--- config.mk ---
export PLATFORM = sky130hd
export DESIGN_NAME = rr_grant_enc
export DESIGN_NICKNAME = d
export VERILOG_FILES = /design/src/rtl/rtl_pkg.sv /design/src/rtl/rr_pick.sv /design/src/rtl/rr_grant_enc.sv
export SDC_FILE = /design/constraint.sdc
export NUM_CORES = 1
export LEC_CHECK = 0
export CORE_AREA = 4 4 41 43
export DETAILED_ROUTE_END_ITERATION = 7
export DIE_AREA = 0 0 45 47
export GPL_TIMING_DRIVEN = 0
export MAX_ROUTING_LAYER = met4
export PLACE_DENSITY = 0.65
export SKIP_CTS_REPAIR_TIMING = 1
export SYNTH_ARGS = -nofsm -noshare
export SYNTH_HDL_FRONTEND = slang
export SYNTH_SLANG_ARGS = --single-unit
--- constraint.sdc ---
create_clock -name clk -period 1.49 [get_ports clk]
set_input_delay 0.298 -clock clk [delete_from_list [all_inputs] [get_ports clk]]
set_output_delay 0.298 -clock clk [all_outputs]
set_load 0.05 [all_outputs]
--- src/rtl/rtl_pkg.sv ---
// Shared package for rotating-pointer arbitration blocks.
//   state_e   : two-state handshake encoding (ST_IDLE / ST_HOLD)
//   wrap_inc  : modulo-m increment for rotating pointers whose range
//               need not be a power of two
package rtl_pkg;

    typedef enum logic {
        ST_IDLE = 1'b0,
        ST_HOLD = 1'b1
    } state_e;

    // Wraps m-1 -> 0 explicitly so that a pointer of N bits never lands on
    // an index in the unused range m..2**N-1.
    function automatic int wrap_inc(input int idx, input int m);
        return (idx >= m - 1) ? 0 : idx + 1;
    endfunction

endpackage

--- src/rtl/rr_pick.sv ---
// Combinational round-robin pick: first set bit of req, searching upward from
// index 'start' and wrapping at M-1 back to 0.
//   req      [M-1:0] in   request vector
//   start    [N-1:0] in   first index to examine (must be < M)
//   pick_idx [N-1:0] out  winning index (0 when pick_vld=0)
//   pick_vld         out  at least one request bit is set
module rr_pick #(
    parameter int N = 2,
    parameter int M = 4
) (
    input  logic [M-1:0] req,
    input  logic [N-1:0] start,
    output logic [N-1:0] pick_idx,
    output logic         pick_vld
);

    logic [M-1:0] rot;   // req rotated so that 'start' sits at bit 0
    logic [N-1:0] off;   // offset of the winner from 'start'
    logic [N:0]   sum;   // one extra bit so start+off cannot overflow

    // NOTE: every variable written here gets a value on every path (defaults
    // first), otherwise synthesis infers a latch.
    always_comb begin
        // Rotating within M bits (not 2**N) via a doubled vector keeps the
        // wrap point at M-1 for non-power-of-two requester counts.
        rot      = M'({req, req} >> start);

        // Fixed-priority encode, lowest bit wins: scanning down lets the
        // last hit be the lowest set bit.
        off      = '0;
        pick_vld = 1'b0;
        for (int i = M - 1; i >= 0; i--) begin
            if (rot[i]) begin
                off      = N'(i);
                pick_vld = 1'b1;
            end
        end

        // Un-rotate: start+off modulo M. Both operands are < M, so a single
        // conditional subtract is enough.
        sum = {1'b0, start} + {1'b0, off};
        if (sum >= (N + 1)'(M)) begin
            sum = sum - (N + 1)'(M);
        end
        pick_idx = sum[N-1:0];
    end

endmodule

--- src/rtl/rr_grant_enc.sv ---
// Round-robin arbiter producing a registered binary grant index with a
// valid/ready handshake; gnt_idx feeds a binary-to-one-hot decoder downstream.
//   clk              in   rising-edge clock
//   rst              in   synchronous, active-high reset
//   req     [M-1:0]  in   request vector
//   gnt_vld          out  gnt_idx holds a valid grant
//   gnt_idx [N-1:0]  out  index of the granted requester (always < M)
//   gnt_rdy          in   consumer accepts the grant when gnt_vld=1
// The grant is frozen until accepted; priority then rotates past the accepted
// requester. All outputs come straight from flops.
module rr_grant_enc
    import rtl_pkg::*;
#(
    parameter int N = 2,
    parameter int M = 4
) (
    input  logic         clk,
    input  logic         rst,
    input  logic [M-1:0] req,
    output logic         gnt_vld,
    output logic [N-1:0] gnt_idx,
    input  logic         gnt_rdy
);

    generate
        if (M < 2 || M > (1 << N)) begin : g_bad_m
            $error("rr_grant_enc: M must satisfy 2 <= M <= 2**N");
        end
    endgenerate

    // Reset puts the pointer on the last requester so requester 0 is first.
    localparam logic [N-1:0] PTR_RST = N'(M - 1);

    state_e       state_q,   state_d;
    logic [N-1:0] ptr_q,     ptr_d;      // last accepted grant
    logic [N-1:0] gnt_idx_q, gnt_idx_d;
    logic         gnt_vld_q, gnt_vld_d;

    logic         accept;
    logic [N-1:0] pick_start;
    logic [N-1:0] pick_idx;
    logic         pick_vld;

    // On acceptance the pointer becomes gnt_idx this very cycle, so the
    // search must already start past gnt_idx to allow back-to-back grants.
    assign accept     = (state_q == ST_HOLD) && gnt_rdy;
    assign pick_start = accept ? N'(wrap_inc(int'(gnt_idx_q), M))
                               : N'(wrap_inc(int'(ptr_q), M));

    rr_pick #(
        .N (N),
        .M (M)
    ) u_pick (
        .req      (req),
        .start    (pick_start),
        .pick_idx (pick_idx),
        .pick_vld (pick_vld)
    );

    always_comb begin
        state_d   = state_q;
        ptr_d     = ptr_q;
        gnt_idx_d = gnt_idx_q;
        gnt_vld_d = gnt_vld_q;

        unique case (state_q)
            ST_IDLE: begin
                if (pick_vld) begin
                    gnt_idx_d = pick_idx;
                    gnt_vld_d = 1'b1;
                    state_d   = ST_HOLD;
                end
            end
            ST_HOLD: begin
                // Without gnt_rdy nothing moves, even if req drops.
                if (accept) begin
                    ptr_d = gnt_idx_q;
                    if (pick_vld) begin
                        gnt_idx_d = pick_idx;
                    end else begin
                        gnt_vld_d = 1'b0;
                        state_d   = ST_IDLE;
                    end
                end
            end
            default: begin
                state_d = ST_IDLE;
            end
        endcase
    end

    // NOTE: sequential state uses non-blocking assignments only, so every
    // flop samples the pre-edge value of every other flop.
    always_ff @(posedge clk) begin
        if (rst) begin
            state_q   <= ST_IDLE;
            ptr_q     <= PTR_RST;
            gnt_idx_q <= '0;
            gnt_vld_q <= 1'b0;
        end else begin
            state_q   <= state_d;
            ptr_q     <= ptr_d;
            gnt_idx_q <= gnt_idx_d;
            gnt_vld_q <= gnt_vld_d;
        end
    end

    assign gnt_vld = gnt_vld_q;
    assign gnt_idx = gnt_idx_q;

endmodule

### Word level (Yosys, flattened, before mapping)

Index checks and enable logic that the tools add are counted.

* input port bits: 7
* output and inout bits: 3
* word-level logic and storage cells: 41
* register bits: 6

* reduce and logical (&&, ||, !) cells: 3
* multiplexer cells: 22
* $lt $le $gt $ge: 3
* add/sub/neg operators: 4
* shift-type cells: 1
* bitwise gates (word level): 1
* equality and inequality tests: 3

Operator list (number)
* $mux W2: 10
* $mux W1: 9
* $shr A8 B2 Y4: 1
* $add A2 B1 Y2 const B: 2
* $ge A2 B2 Y1 const B: 2
* $ne A2 B2 Y1 const B: 2
* $pmux W1 S2: 2
* $pmux W2 S2: 1
* $add A2 B2 Y3: 1
* $ge A3 B3 Y1 const B: 1
* $reduce_and A3 Y1: 1
* $ne A2 B1 Y1 const B: 1
* $reduce_and A2 Y1: 1
* $sub A2 B1 Y2 const B: 1
* $logic_and A1 B1 Y1: 1
* $not A1 Y1: 1

### Logic depth before layout (Yosys ltp)

* depth after elaboration: 14
* depth in mapped cells: 5
* depth with buffers taken out: 5

### Cells and area by module

Synthesis repeated with hierarchy kept, for this count alone.

* cell total of the unflattened synthesis: 53
* area, all modules: 476.7 um2

Modules (own cells, without submodules)
* rr_grant_enc: instances 1, seq. area each 120.1 um2, cells an instance 30, area an instance 296.5 um2
* rr_pick: instances 1, seq. area each 0.0 um2, cells an instance 23, area an instance 180.2 um2

### Worst setup path before layout

OpenSTA, ideal clock, no wires.

* path kind: register to register
* start point: register gnt_idx_q[0] (netlist: gnt_idx[0])
* end point: register gnt_idx_q[0] (netlist: gnt_idx[0])
* clock period less this slack: 1.801 ns
* arrival time: 1.685 ns
* library setup time: 0.116 ns
* slack: -0.311 ns
* path buffers: 0
* stages on the path, launching flop included: 6
* required time: 1.374 ns
* cells stage by stage: dfxtp_1 > ha_1 > and4_2 > a311oi_1 > o21ai_1 > a31o_1

* longest elaborated chain between the ends: 14
* elaborated cells between the ends (all ways): 20
* those cells by class: 3 x add/sub; 2 x order compare; 1 x shift; 14 x mux

RTL lines
* start, declared: line rr_grant_enc.sv:36 `logic [N-1:0] gnt_idx_q, gnt_idx_d;`
* start signal, assigned: line rr_grant_enc.sv:103 `gnt_idx_q <= gnt_idx_d;`
* $add A2 B1 Y2 / $ge A2 B2 Y1 (equally long branches): line rtl_pkg.sv:15 `return (idx >= m - 1) ? 0 : idx + 1;`
* $mux W2: line rtl_pkg.sv:15
* $mux W2: line rr_grant_enc.sv:47 `assign pick_start = accept ? N'(wrap_inc(int'(gnt_idx_q), M))`
* $shr A8 B2 Y4: line rr_pick.sv:26 `rot = M'({req, req} >> start);`
* $mux W2 (4 in series): line rr_pick.sv:33 `if (rot[i]) begin`
* $add A2 B2 Y3: line rr_pick.sv:41 `sum = {1'b0, start} + {1'b0, off};`
* $ge A3 B3 Y1 / $sub A2 B1 Y2 (equally long branches): line rr_pick.sv:42, rr_pick.sv:43
* $mux W2: line rr_pick.sv:42 `if (sum >= (N + 1)'(M)) begin`
* $mux W2 (*): line rr_grant_enc.sv:68, rr_grant_enc.sv:78
* $mux W2: line rr_grant_enc.sv:76 `if (accept) begin`
* $pmux W2 S2 (*): line rr_grant_enc.sv:66 `unique case (state_q)`

Every way passes the cells marked *; elsewhere a longest branch is shown, timed or not. The select of a mux whose other input is x is not followed.
A chain may end at the register's enable or synchronous reset.

### Worst setup path after layout

* start point: register ptr_q[0]
* end point: register gnt_idx_q[1] (netlist: gnt_idx[1])

* longest elaborated chain between the ends: 14
* elaborated cells between the ends (all ways): 20
* those cells by class: 3 x add/sub; 2 x order compare; 1 x shift; 14 x mux

RTL lines
* start, declared: line rr_grant_enc.sv:35 `logic [N-1:0] ptr_q, ptr_d;`
* start signal, assigned: line rr_grant_enc.sv:102 `ptr_q <= ptr_d;`
* $add A2 B1 Y2 / $ge A2 B2 Y1 (equally long branches): line rtl_pkg.sv:15
* $mux W2 (*): line rtl_pkg.sv:15
* $mux W2 (*): line rr_grant_enc.sv:47
* $shr A8 B2 Y4: line rr_pick.sv:26
* $mux W2 (4 in series): line rr_pick.sv:33
* $add A2 B2 Y3: line rr_pick.sv:41
* $ge A3 B3 Y1 / $sub A2 B1 Y2 (equally long branches): line rr_pick.sv:42, rr_pick.sv:43
* $mux W2: line rr_pick.sv:42
* $mux W2 (*): line rr_grant_enc.sv:68, rr_grant_enc.sv:78
* $mux W2: line rr_grant_enc.sv:76
* $pmux W2 S2 (*): line rr_grant_enc.sv:66

Marked as above.

==> impl_metrics.yaml <==
drt:
  ant_nets: 0
  post_drt_wl_per_cell_um: 14.4
  drt_iter0_drc: 7
  drt-total-wl_mm: 1.21
  vias_per_cell: 5.75
  drc: 0
  num_vias: 483
  drt_first_pass_iters: 4
sta:
  setup_violations: 1
  hold_viol: 0
  rsz0062_at_grt: "true"
  maxSlewHeadroom_pct: 66.3
  period_share_pct: 101
  fin_tns_setup_ns: -0.0112
  clock_skew_ns: 0.00356
  max_freq_mhz: 666
  worst_pin_slew_ns: 0.504
  fin_ws_ns: -0.0112
  fin_crit_ns: 1.50
  slew_violations: 0
synth:
  syn_nets: 63
  ys_ff_latch: 6
  syn_area_um2: 492
  synthDistinctLibCells: 32
  seq_area_frac_synth_pct: 24.4
  syn_avg_cell_area_um2: 9.11
  yosys_warnings: 0
  synthCells: 54
clock_tree:
  clock-sinks: 6
  clkSlewWorstSetupHoldPaths_ns: 0.05
  h-tree-depth: 1
  worstSkewPairLatency_ns: 0.25
  clockBufferDepth: 2
  cts-buffers-inserted: 3
  cts_tree: "built"
  clockRootBuffer: "clkbuf_4"
placed_design:
  numPortBuffers: 7
  gp_congestion: 0.753
  place_ws_ns: -0.346
  dp_hpwl_um: 909
floorplan:
  initial_core_util_pct: 37.8
  io_pins: 10
  die_height_um: 47
  coreArea_um2: 1300
  die_x_um: 45
  die_area_um2: 2120
  row_count: 13
pwr:
  power_uw: 597
  power_density_nw_per_um2: 830
  clkPwrFrac_pct: 29.1
  p_int_uw: 387
  leakagePower_nw: 0.314
  p_seq_share_pct: 32.6
  switchingPower_uw: 209
  power_frac_comb_pct: 38.3
  swShare_pct: 35.1
  ir_drop_mv: 0.436
global_routing:
  grtUsageTotal_pct: 14.0
  grt_pass1_wl_mm: 1.95
  grt_max_degree: 11
  grt_pass1_vias: 446
  antenna_found_initial: 0
  grt-ovfl-total: 0
critical_path:
  path_delay_family: "compound AO/OA/AOI/OAI gates"
  worstSetupStartpointType: "flop"
  cp_data_required_time_ns: 1.61
  arrival_ns: 1.62
  cp_max_fo: 4
  path_cells: "ha_4 > a21bo_4 > a311oi_1 > a211o_1 > a311oi_2"
  cp_num_buf_inv: 0
  endpoint_kind: "flop"
  critPathKind: "reg -> reg"
  cp_slowest_stage_delay_ns: 0.36
  cp_slowest_cell: "dfxtp_4"
final_layout:
  drive_gt1_share_pct: 43.5
  final_common_cell: "nor2_1"
  final_cell_mix: "nor2_1, dlymetal6s2s_1, buf_4"
  area_growth_pct: 46.3
  antenna_cells: 0
  nets: 79
outcome:
  status: "complete, but fails checks"
  violations: "setup timing"
hold_path:
  hold_path.class: "in -> reg"
run:
  max-cap-violations: 0
==> cell usage after synthesis <==
cell type	n	share of area (%)
nor4_1	1	1.3
a21oi_2	1	1.8
a211oi_1	1	1.5
inv_1	2	1.5
o311ai_1	1	1.8
o21ai_1	1	1.0
a311oi_2	1	3.1
and4_2	1	2.0
buf_2	1	1.0
and2b_1	1	1.5
o21ai_0	1	1.0
dfxtp_1	6	24
nand3_1	1	1.0
nor4_4	1	4.3
a31o_1	1	1.8
and2_2	1	1.5
nand2b_1	1	1.3
a221oi_1	1	1.8
a311oi_1	3	5.3
o31ai_1	1	1.5
a2111oi_1	1	2.0
a21bo_1	1	2.0
a211oi_4	1	4.1
ha_1	2	5.1
nor2b_1	1	1.3
nand2_1	2	1.5
a21oi_1	2	2.0
a211o_1	3	5.3
and3_2	2	3.1
nor2_1	7	5.3
buf_6	2	4.6
nor3b_1	2	3.1
==> worst paths after layout <==
path	from	to	slack (ns)	cells past startpoint
max	ptr_q[0]$_SDFFE_PP1P_	gnt_idx[1]$_SDFFE_PP0P_	-0.01	5
max reg2reg	ptr_q[0]$_SDFFE_PP1P_	gnt_idx[1]$_SDFFE_PP0P_	-0.01	5
min reg2reg	ptr_q[1]$_SDFFE_PP1P_	ptr_q[1]$_SDFFE_PP1P_	0.49	1
min	gnt_rdy	state_q$_SDFF_PP0_	0.41	3
==> stage by stage <==
stage | area (um2) | utilization (%) | hold slack (ns) | cells
2_1_floorplan | 526 | - | 0.357 | 54
3_3_place_gp | 614 | 47.2 | 0.491 | 76
3_5_place_dp | 614 | 47.2 | 0.498 | 76
4_1_cts | 641 | 49.2 | 0.398 | 80
5_1_grt | 719 | 55.3 | 0.445 | 84
6_report | 719 | 55.3 | 0.414 | 84
==> cell families (layout without fill, tap and decap cells) <==
group | after synthesis | in the layout | synth area share, %
simple gates | 21 | 21 | 27.2
compound gates | 20 | 20 | 36.1
flops | 6 | 6 | 24.4
buf+inv | 5 | 20 | 7.12
fa+ha+maj | 2 | 2 | 5.09
==> state kept, by name, indices dropped and copies added, names as in the netlist <==
| register | count |
|---|---|
| gnt_vld | 1 |
| gnt_idx | 2 |
| ptr_q | 2 |
| state_q | 1 |
==> power groups by stage <==
stage / combinational (mW) / sequential [mW] / clock (mW)
after floorplan: 0.113 / 0.227 / 0
after global placement: 0.199 / 0.199 / 0
after detailed placement: 0.202 / 0.199 / 0
after CTS: 0.202 / 0.196 / 0.183
after global routing: 0.248 / 0.198 / 0.193
final: 0.228 / 0.195 / 0.174
==> worst reg2reg max path, cell delays in order, from the launching register on <==
cell      delay, ns
dfxtp_4        0.36
ha_4           0.27
a21bo_4        0.24
a311oi_1       0.27
a211o_1        0.15
a311oi_2       0.08
==> cell type report <==
type	instances	area [um2]
Tap cell	15	18.8
Inverter	2	7.51
Multi-Input combinational cell	43	394
Timing Repair Buffer	11	113
Buffer	3	27.5
Fill cell	129	582
Sequential cell	6	133
Clock buffer	4	26.3
==> routing by layer <==
metal  track usage [%]  wire (um)  part of all wire (%)
met5                 -          0                     0
met2              22.0        573                    47
met4              12.3         45                   3.7
met3              3.45         41                   3.4
met1              14.6        552                    46
Note: power is estimated with default switching activity, not from simulation.
